`src/rtl/jts16_buswait.sv`:
```
`default_nettype none
// +------------------------------------------------------------------------+
// | Module   : jts16_buswait                                               |
// | Purpose  : DTACKn/BERRn generator for the 68000 main bus with          |
// |            per-channel wait states, ok handshake and bus timeout.     |
// | Revision : 1.0                                                         |
// +------------------------------------------------------------------------+
module jts16_buswait #(
    parameter int CH      = 4,
    parameter int WAITW   = 3,
    parameter int TOW     = 8,
    parameter int TIMEOUT = 200,
    parameter int DEF_ACK = 1
) (
    input  logic                clk,
    input  logic                rst,
    input  logic                cpu_cen,
    input  logic                cpu_cenb,
    input  logic                ASn,
    input  logic [CH-1:0]       cs,
    input  logic [CH*WAITW-1:0] wait_cfg,
    input  logic [CH-1:0]       hs_en,
    input  logic [CH-1:0]       ok,
    output logic                DTACKn,
    output logic                BERRn,
    output logic [CH-1:0]       ack_ch,
    output logic                busy
);

    localparam int CHW = (CH > 1) ? $clog2(CH) : 1;

    localparam logic [2:0] c_IDLE   = 3'd0;
    localparam logic [2:0] c_WAIT   = 3'd1;
    localparam logic [2:0] c_NOCS   = 3'd2;
    localparam logic [2:0] c_OKWAIT = 3'd3;
    localparam logic [2:0] c_ACK    = 3'd4;
    localparam logic [2:0] c_ERR    = 3'd5;

    localparam logic [TOW-1:0] c_TIMEOUT = TOW'(TIMEOUT);

    logic [2:0]       r_state, w_state;
    logic [CHW-1:0]   r_ch, w_ch;
    logic [WAITW-1:0] r_wcnt, w_wcnt;
    logic [TOW-1:0]   r_tcnt, w_tcnt;
    logic             r_qual, w_qual;
    logic             r_nohs, w_nohs;
    logic             r_dtackn, w_dtackn;
    logic             r_berrn, w_berrn;
    logic [CH-1:0]    r_ack, w_ack;

    logic [CHW-1:0]   w_sel;
    logic [WAITW-1:0] w_cfg;
    logic [TOW-1:0]   w_tinc;
    logic             w_tout;
    logic             w_okack;
    logic             w_ack_now;
    logic             w_adv;
    logic             w_unused;

    // phi2 enable is reserved for future sequencing
    assign w_unused = cpu_cenb;

    // Lowest-index active chip select wins
    always_comb begin
        w_sel = '0;
        for (int i = CH - 1; i >= 0; i--) begin
            if (cs[i]) w_sel = CHW'(i);
        end
    end

    assign w_cfg   = wait_cfg[int'(w_sel)*WAITW +: WAITW];
    assign w_tinc  = (&r_tcnt) ? r_tcnt : r_tcnt + TOW'(1);
    assign w_tout  = (TIMEOUT != 0) && (w_tinc == c_TIMEOUT);
    // Qualify flag masks an ok left high by the previous access
    assign w_okack = !r_nohs && (!hs_en[r_ch] || (ok[r_ch] && r_qual));

    always_comb begin
        w_state   = r_state;
        w_ch      = r_ch;
        w_wcnt    = r_wcnt;
        w_tcnt    = r_tcnt;
        w_qual    = r_qual;
        w_nohs    = r_nohs;
        w_dtackn  = r_dtackn;
        w_berrn   = r_berrn;
        w_ack     = r_ack;
        w_ack_now = 1'b0;
        w_adv     = 1'b0;
        case (r_state)
            c_IDLE: begin
                if (!ASn) begin
                    w_tcnt = '0;
                    w_qual = 1'b0;
                    w_nohs = 1'b0;
                    if (|cs) begin
                        w_ch    = w_sel;
                        w_wcnt  = w_cfg;
                        w_state = c_WAIT;
                    end else if (DEF_ACK != 0) begin
                        w_ch    = '0;
                        w_wcnt  = WAITW'(1);
                        w_state = c_NOCS;
                    end else begin
                        w_ch    = '0;
                        w_nohs  = 1'b1;
                        w_state = c_OKWAIT;
                    end
                end
            end
            c_WAIT, c_NOCS, c_OKWAIT: begin
                if (r_state == c_OKWAIT) w_qual = 1'b1;
                if (ASn) begin
                    w_state = c_IDLE;
                end else if (cpu_cen) begin
                    w_tcnt = w_tinc;
                    if (r_state == c_OKWAIT) begin
                        w_ack_now = w_okack;
                    end else if (r_wcnt != '0) begin
                        w_wcnt = r_wcnt - WAITW'(1);
                    end else if (r_state == c_NOCS || !hs_en[r_ch]) begin
                        // No handshake: acknowledge on the expiring tick itself
                        w_ack_now = 1'b1;
                    end else begin
                        w_adv = 1'b1;
                    end
                    if (w_ack_now) begin
                        w_dtackn = 1'b0;
                        w_ack    = (r_state == c_NOCS) ? '0 : (CH'(1) << r_ch);
                        w_state  = c_ACK;
                    end else if (w_tout) begin
                        w_berrn = 1'b0;
                        w_state = c_ERR;
                    end else if (w_adv) begin
                        w_qual  = 1'b0;
                        w_state = c_OKWAIT;
                    end
                end
            end
            c_ACK: begin
                if (ASn) begin
                    w_dtackn = 1'b1;
                    w_ack    = '0;
                    w_state  = c_IDLE;
                end
            end
            c_ERR: begin
                if (ASn) begin
                    w_berrn = 1'b1;
                    w_state = c_IDLE;
                end
            end
            default: w_state = c_IDLE;
        endcase
    end

    always_ff @(posedge clk) begin
        if (rst) begin
            r_state  <= c_IDLE;
            r_ch     <= '0;
            r_wcnt   <= '0;
            r_tcnt   <= '0;
            r_qual   <= 1'b0;
            r_nohs   <= 1'b0;
            r_dtackn <= 1'b1;
            r_berrn  <= 1'b1;
            r_ack    <= '0;
        end else begin
            r_state  <= w_state;
            r_ch     <= w_ch;
            r_wcnt   <= w_wcnt;
            r_tcnt   <= w_tcnt;
            r_qual   <= w_qual;
            r_nohs   <= w_nohs;
            r_dtackn <= w_dtackn;
            r_berrn  <= w_berrn;
            r_ack    <= w_ack;
        end
    end

    assign DTACKn = r_dtackn;
    assign BERRn  = r_berrn;
    assign ack_ch = r_ack;
    assign busy   = (r_state != c_IDLE);

endmodule
`default_nettype wire

```
`config.mk`:
```
export PLATFORM = sky130hd
export DESIGN_NAME = jts16_buswait
export DESIGN_NICKNAME = d
export VERILOG_FILES = /design/src/rtl/jts16_buswait.sv
export SDC_FILE = /design/constraint.sdc
export NUM_CORES = 1
export LEC_CHECK = 0
export BUFFER_PORTS_ARGS = -buffer_cell sky130_fd_sc_hd__clkbuf_2
export CELL_PAD_IN_SITES_DETAIL_PLACEMENT = 1
export CELL_PAD_IN_SITES_GLOBAL_PLACEMENT = 1
export CORE_UTILIZATION = 30
export CTS_CLUSTER_SIZE = 40
export DETAILED_ROUTE_END_ITERATION = 12
export PLACE_DENSITY_LB_ADDON = 0.1
export SYNTH_ARGS = -nofsm -noshare
export SYNTH_HDL_FRONTEND = slang
export SYNTH_SLANG_ARGS = --single-unit
```
`constraint.sdc`:
```
create_clock -name clk -period 2.6 [get_ports clk]
set_clock_uncertainty 0.05 [all_clocks]
set_input_delay 0.39 -clock clk [delete_from_list [all_inputs] [get_ports clk]]
set_output_delay 0.39 -clock clk [all_outputs]
set_load 0.005 [all_outputs]
```
## After elaboration in Yosys (flattened, before gate mapping)

Cells that the tools add are included.

| storage, ports and cells | value |
|---|---|
| input bits | 29 |
| logic and storage cells | 121 |
| bits in registers | 23 |
| output and inout port bits | 7 |

| cells by class | value |
|---|---|
| magnitude comparators | 1 |
| bitwise gates (word level) | 1 |
| multiplexer cells | 66 |
| multipliers | 1 |
| $add $sub $neg | 2 |
| equality and inequality tests | 19 |
| shift operators | 2 |
| reductions and logical operators | 21 |

Operators with widths:

| kind | count |
|---|---|
| 3-bit 2-to-1 mux | 13 |
| 8-bit 2-to-1 mux | 4 |
| 1-bit 2-to-1 mux | 29 |
| 4-bit 2-to-1 mux | 5 |
| 2-bit inequality test, second input constant | 10 |
| 8-bit one-hot mux with 2 select lines | 1 |
| 2-bit 2-to-1 mux | 6 |
| 6-bit AND reduction | 2 |
| 12-bit by 5-bit variable part select with 3-bit output | 1 |
| 3-bit one-hot mux with 3 select lines | 1 |
| 8-bit by 1-bit adder with 8-bit output, second input constant | 1 |
| 8-bit equality test, second input constant | 1 |
| 4-bit one-hot mux with 2 select lines | 1 |
| 4-bit AND reduction | 2 |
| 8-bit AND reduction | 1 |
| 3-bit by 2-bit equality test with 1-bit output, second input constant | 2 |
| 3-bit equality test, second input constant | 2 |
| 1-bit one-hot mux with 2 select lines | 3 |
| 3-bit one-hot mux with 2 select lines | 1 |
| 2-bit nonzero test | 3 |
| 3-bit nonzero test | 2 |
| 5-bit inequality test, second input constant | 1 |
| 5-bit AND reduction | 1 |
| 1-bit binary-select mux with 2-bit select | 2 |
| other kinds (16) | 18 |

## Longest topological paths before layout

| logic depth | value |
|---|---|
| depth in word-level cells | 16 |
| depth in mapped cells | 8 |
| gate-level depth less buffers | 8 |

## Worst setup path before layout

No wires, ideal clock.

| timing path | value |
|---|---|
| kind | register to register |
| start point | register r_tcnt[0] |
| end point | register r_state[1] |
| stages on the path, launching flop included | 9 |
| data arrival time | 1.867 ns |
| path slack | 0.552 ns |
| clock period less this slack | 2.048 ns |
| buffers on the path | 1 |
| cells stage by stage | dfxtp_1 ha_1 buf_2 nand3_1 nand2b_1 o31ai_2 a41oi_4 a211oi_1 nor4_2 |

| between the ends | value |
|---|---|
| word-level cells in the longest chain between the ends | 8 |

Ends and longest elaborated chain:

| element | line | source |
|---|---|---|
| start, declared | 44 | `logic [TOW-1:0] r_tcnt, w_tcnt;` |
| start signal, assigned | 171 | `r_tcnt <= w_tcnt;` |
| 8-bit by 1-bit adder with 8-bit output or 8-bit AND reduction (tied branches) | 72 | `assign w_tinc = (&r_tcnt) ? r_tcnt : r_tcnt + TOW'(1);` |
| 8-bit 2-to-1 mux (*) | 72 |  |
| 8-bit equality test (*) | 73 | `assign w_tout = (TIMEOUT != 0) && (w_tinc == c_TIMEOUT);` |
| 3-bit 2-to-1 mux | 130 | `end else if (w_tout) begin` |
| 3-bit 2-to-1 mux | 126 | `if (w_ack_now) begin` |
| 3-bit 2-to-1 mux | 114 | `end else if (cpu_cen) begin` |
| 3-bit 2-to-1 mux | 112 | `if (ASn) begin` |
| 3-bit one-hot mux with 3 select lines | 89 | `case (r_state)` |
| end signal, assigned | 158 | `r_state <= c_IDLE;` |
| end signal, assigned | 168 | `r_state <= w_state;` |
| end, declared | 41 | `logic [2:0] r_state, w_state;` |

Every way passes the cells marked *; elsewhere a longest branch is shown, timed or not. The select of a mux whose other input is x is not followed.
A chain may end at the register's enable or synchronous reset.

## Worst setup path after layout

Same ends and word-level chain as after synthesis.

==> flow_metrics.env <==
export IMPL_cts_tree="done"
export IMPL_root_buffer="clkbuf_8"
export IMPL_crit_arrival_ns=2.32
export IMPL_max_slew_worst_pin_slew_ns=0.525
export IMPL_r2r_start="r_tcnt[0]"
export IMPL_whs_ns=0.392
export IMPL_cts_sinks=23
export IMPL_numPortBuffers=34
export IMPL_yosysTopAreaCellShare_pct=27.8
export IMPL_fin_crit_sh_pct=85.3
export IMPL_grt_pass1_vias=1650
export IMPL_clock_fmax_ghz=0.451
export IMPL_power_density_nw_per_um2=698
export IMPL_synth_seq_cells=23
export IMPL_slew_headroom_pct=64.7
export IMPL_crit_path_end_kind="flip-flop"
export IMPL_drc=0
export IMPL_setup_violations=0
export IMPL_hold_buffers=0
export IMPL_finalWorstSetupSlack_ns=0.383
export IMPL_synthArstFlopShare_pct=0
export IMPL_die_w_microns=76.3
export IMPL_yosysMostFrequentCell="nor2_1"
export IMPL_die_area_sq_um=5830
export IMPL_worstPathRequired_ns=2.70
export IMPL_synth_edf_count=0
export IMPL_p_leak_nw=0.731
export IMPL_synthTopCellsByCount="25 x nor2_1, 23 x dfxtp_1, 21 x nand2_1, 13 x a21oi_1, 11 x mux2i_1"
export IMPL_drt_vias_per_instance=5.29
export IMPL_grt_usage_pct=16.8
export IMPL_grt_start_max_net_pins=15
export IMPL_gp_congestion=0.763
export IMPL_critPathMaxStageDelay_ns=0.48
export IMPL_start_util_pct=31.9
export IMPL_die_h_microns=76.3
export IMPL_antenna_left=0
export IMPL_synth_area_leader_cell="dfxtp_1"
export IMPL_ys_flop_type="dfxtp_1"
export IMPL_clock_latency_ns=0.27
export IMPL_area_delta_synth_final_pct=18.2
export IMPL_drv_slew=0
export IMPL_hold_viol=0
export IMPL_cp_cell_sequence="ha_1 > nand3_1 > nand2b_1 > o31ai_2 > a41oi_4 > a211oi_1 > nor4_2"
export IMPL_cts_buffers=3
export IMPL_nNetsFinal=276
export IMPL_critPathKind="flip-flop to flip-flop"
export IMPL_drive_gt1_share_pct=23.5
export IMPL_dp_hpwl_microns=3460
export IMPL_synth_cells=210
export IMPL_gr_total_overflow=0
export IMPL_grt_pass1_wl_microns=7960
export IMPL_num_rows=26
export IMPL_wl_per_cell_microns=14.3
export IMPL_hold_depth=2
export IMPL_antenna_found_initial=0
export IMPL_rsz0062_at_grt="no"
export IMPL_r2r_slack_ns=0.38
export IMPL_crit_fanout=8
export IMPL_cts_resized=0
export IMPL_first_pass_iters=4
export IMPL_synth_avg_cell_area_sq_um=7.89
export IMPL_period_minus_slack_ns=2.22
export IMPL_dp_slack_ns=0.445
export IMPL_syn_nets=242
export IMPL_synth_warnings=0
export IMPL_hold_end="DTACKn"
export IMPL_yosysSeqAreaShare_pct=27.8
export IMPL_cts_setup_buffers=0
export IMPL_antennaDiodeCount=0
export IMPL_vias=1657
export IMPL_max_cap_violations=0
export IMPL_path_clk_slew_ns=0.09
export IMPL_worstHoldStart="DTACKn"
export IMPL_wl_microns=4490
export IMPL_io_pins=36
export IMPL_cp_start_kind="flip-flop"
export IMPL_core_sq_um=5200
export IMPL_path_buf_inv=0
export IMPL_drt_first_iter_violations=76
export IMPL_outcome="finished clean"
export IMPL_syn_area_sq_um=1660
export IMPL_clock_path_buffers=2
export IMPL_power_mw=1.37
export IMPL_peakVddDrop_mv=0.329
export IMPL_r2r_end="r_state[1]"
export IMPL_hp_class="flip-flop to flip-flop"
export IMPL_slowest_stage="dfxtp_1"
export IMPL_ys_top_cells_by_area="dfxtp_1 28%, mux2i_1 6.6%, nor2_1 5.7%"
export IMPL_r2r_worst_path_cells=7
export IMPL_yosysUniqueCellTypes=53
export IMPL_cts_max_level=1
export IMPL_crit_family="compound AO/OA/AOI/OAI gates"
export IMPL_setup_tns_ns=0
registers in the layout, indices dropped and copies added (netlist names):
signal,count
r_tcnt,8
ack_ch,4
r_ch,2
BERRn,1
r_qual,1
r_state,3
r_wcnt,3
DTACKn,1
cells by family (layout without fill, tap and decap cells):
logic type	Yosys count	count (layout)	share of synthesized area, %
adders and majority gates	4	4	2.87
xor gates and xnor gates	2	2	1.06
and+or+nand+nor	96	96	29.8
AOI/OAI and AO/OA	51	51	23.4
DFF	23	23	27.8
buffers and inverters	20	53	5.06
muxes	14	14	10.0
worst reg2reg max path, cell delays in order, from the launching register on:
cell,delay [ns]
dfxtp_1,0.48
ha_1,0.22
nand3_1,0.11
nand2b_1,0.26
o31ai_2,0.32
a41oi_4,0.18
a211oi_1,0.36
nor4_2,0.10
final cells by class:
cell class | count | area [sq um]
multi-input combinational | 167 | 1110
clock buffer | 4 | 45.0
tap | 70 | 87.6
inverter | 8 | 30.0
timing repair buffer | 41 | 223
sequential | 23 | 460
fill | 661 | 3250
how the worst max path moves through the flow:
stage | startpoint | to | slack [ns] | depth (start not counted)
after floorplan | r_tcnt[0] | r_state[1] | 0.55 | 8
after global placement | r_tcnt[0] | r_state[1] | 0.46 | 7
after detailed placement | r_tcnt[0] | r_state[1] | 0.45 | 7
after CTS | r_tcnt[0] | r_state[1] | 0.34 | 7
after global routing | r_tcnt[0] | r_state[1] | 0.22 | 7
final | r_tcnt[0] | r_state[1] | 0.38 | 7
power by group:
group / switching, mW / total [mW] / internal [mW]
Combinational: 0.396 / 0.676 / 0.280
Clock: 0.126 / 0.236 / 0.110
Sequential: 0.0576 / 0.457 / 0.399
Total: 0.580 / 1.37 / 0.789
per-stage QoR:
| stage | std cells | util [%] | area, sq um |
|---|---|---|---|
| 2_1_floorplan | 210 | - | 1660 |
| 3_3_place_gp | 309 | 36.8 | 1910 |
| 3_5_place_dp | 309 | 36.8 | 1910 |
| 4_1_cts | 313 | 37.6 | 1960 |
| 5_1_grt | 313 | 37.6 | 1960 |
| 6_report | 313 | 37.6 | 1960 |
placed cells by master (no fill, tap or decap), drive strengths merged, types with 3 or more instances in the layout:
cell	synthesis	final
a211oi	5	5
a21oi	14	14
a31oi	8	8
and4	3	3
buf	8	7
clkbuf	4	38
dfxtp	23	23
ha	3	3
inv	8	8
mux2i	11	11
nand2	21	21
nand2b	6	6
nand3	11	11
nand3b	4	4
nor2	26	26
nor2b	3	3
nor3	11	11
nor4	3	3
o21ai	8	8
routing by layer:
layer | up-vias | global-route usage (%) | wire length [microns] | share of wire (%)
li1 | 835 | - | - | -
met1 | 780 | 21.7 | 2120 | 47
met2 | 38 | 28.9 | 2150 | 48
met3 | 4 | 2.99 | 175 | 3.9
met4 | 0 | 3.46 | 36 | 0.80
met5 | - | 0 | 0 | 0
Power figures use the tool's default switching activity.
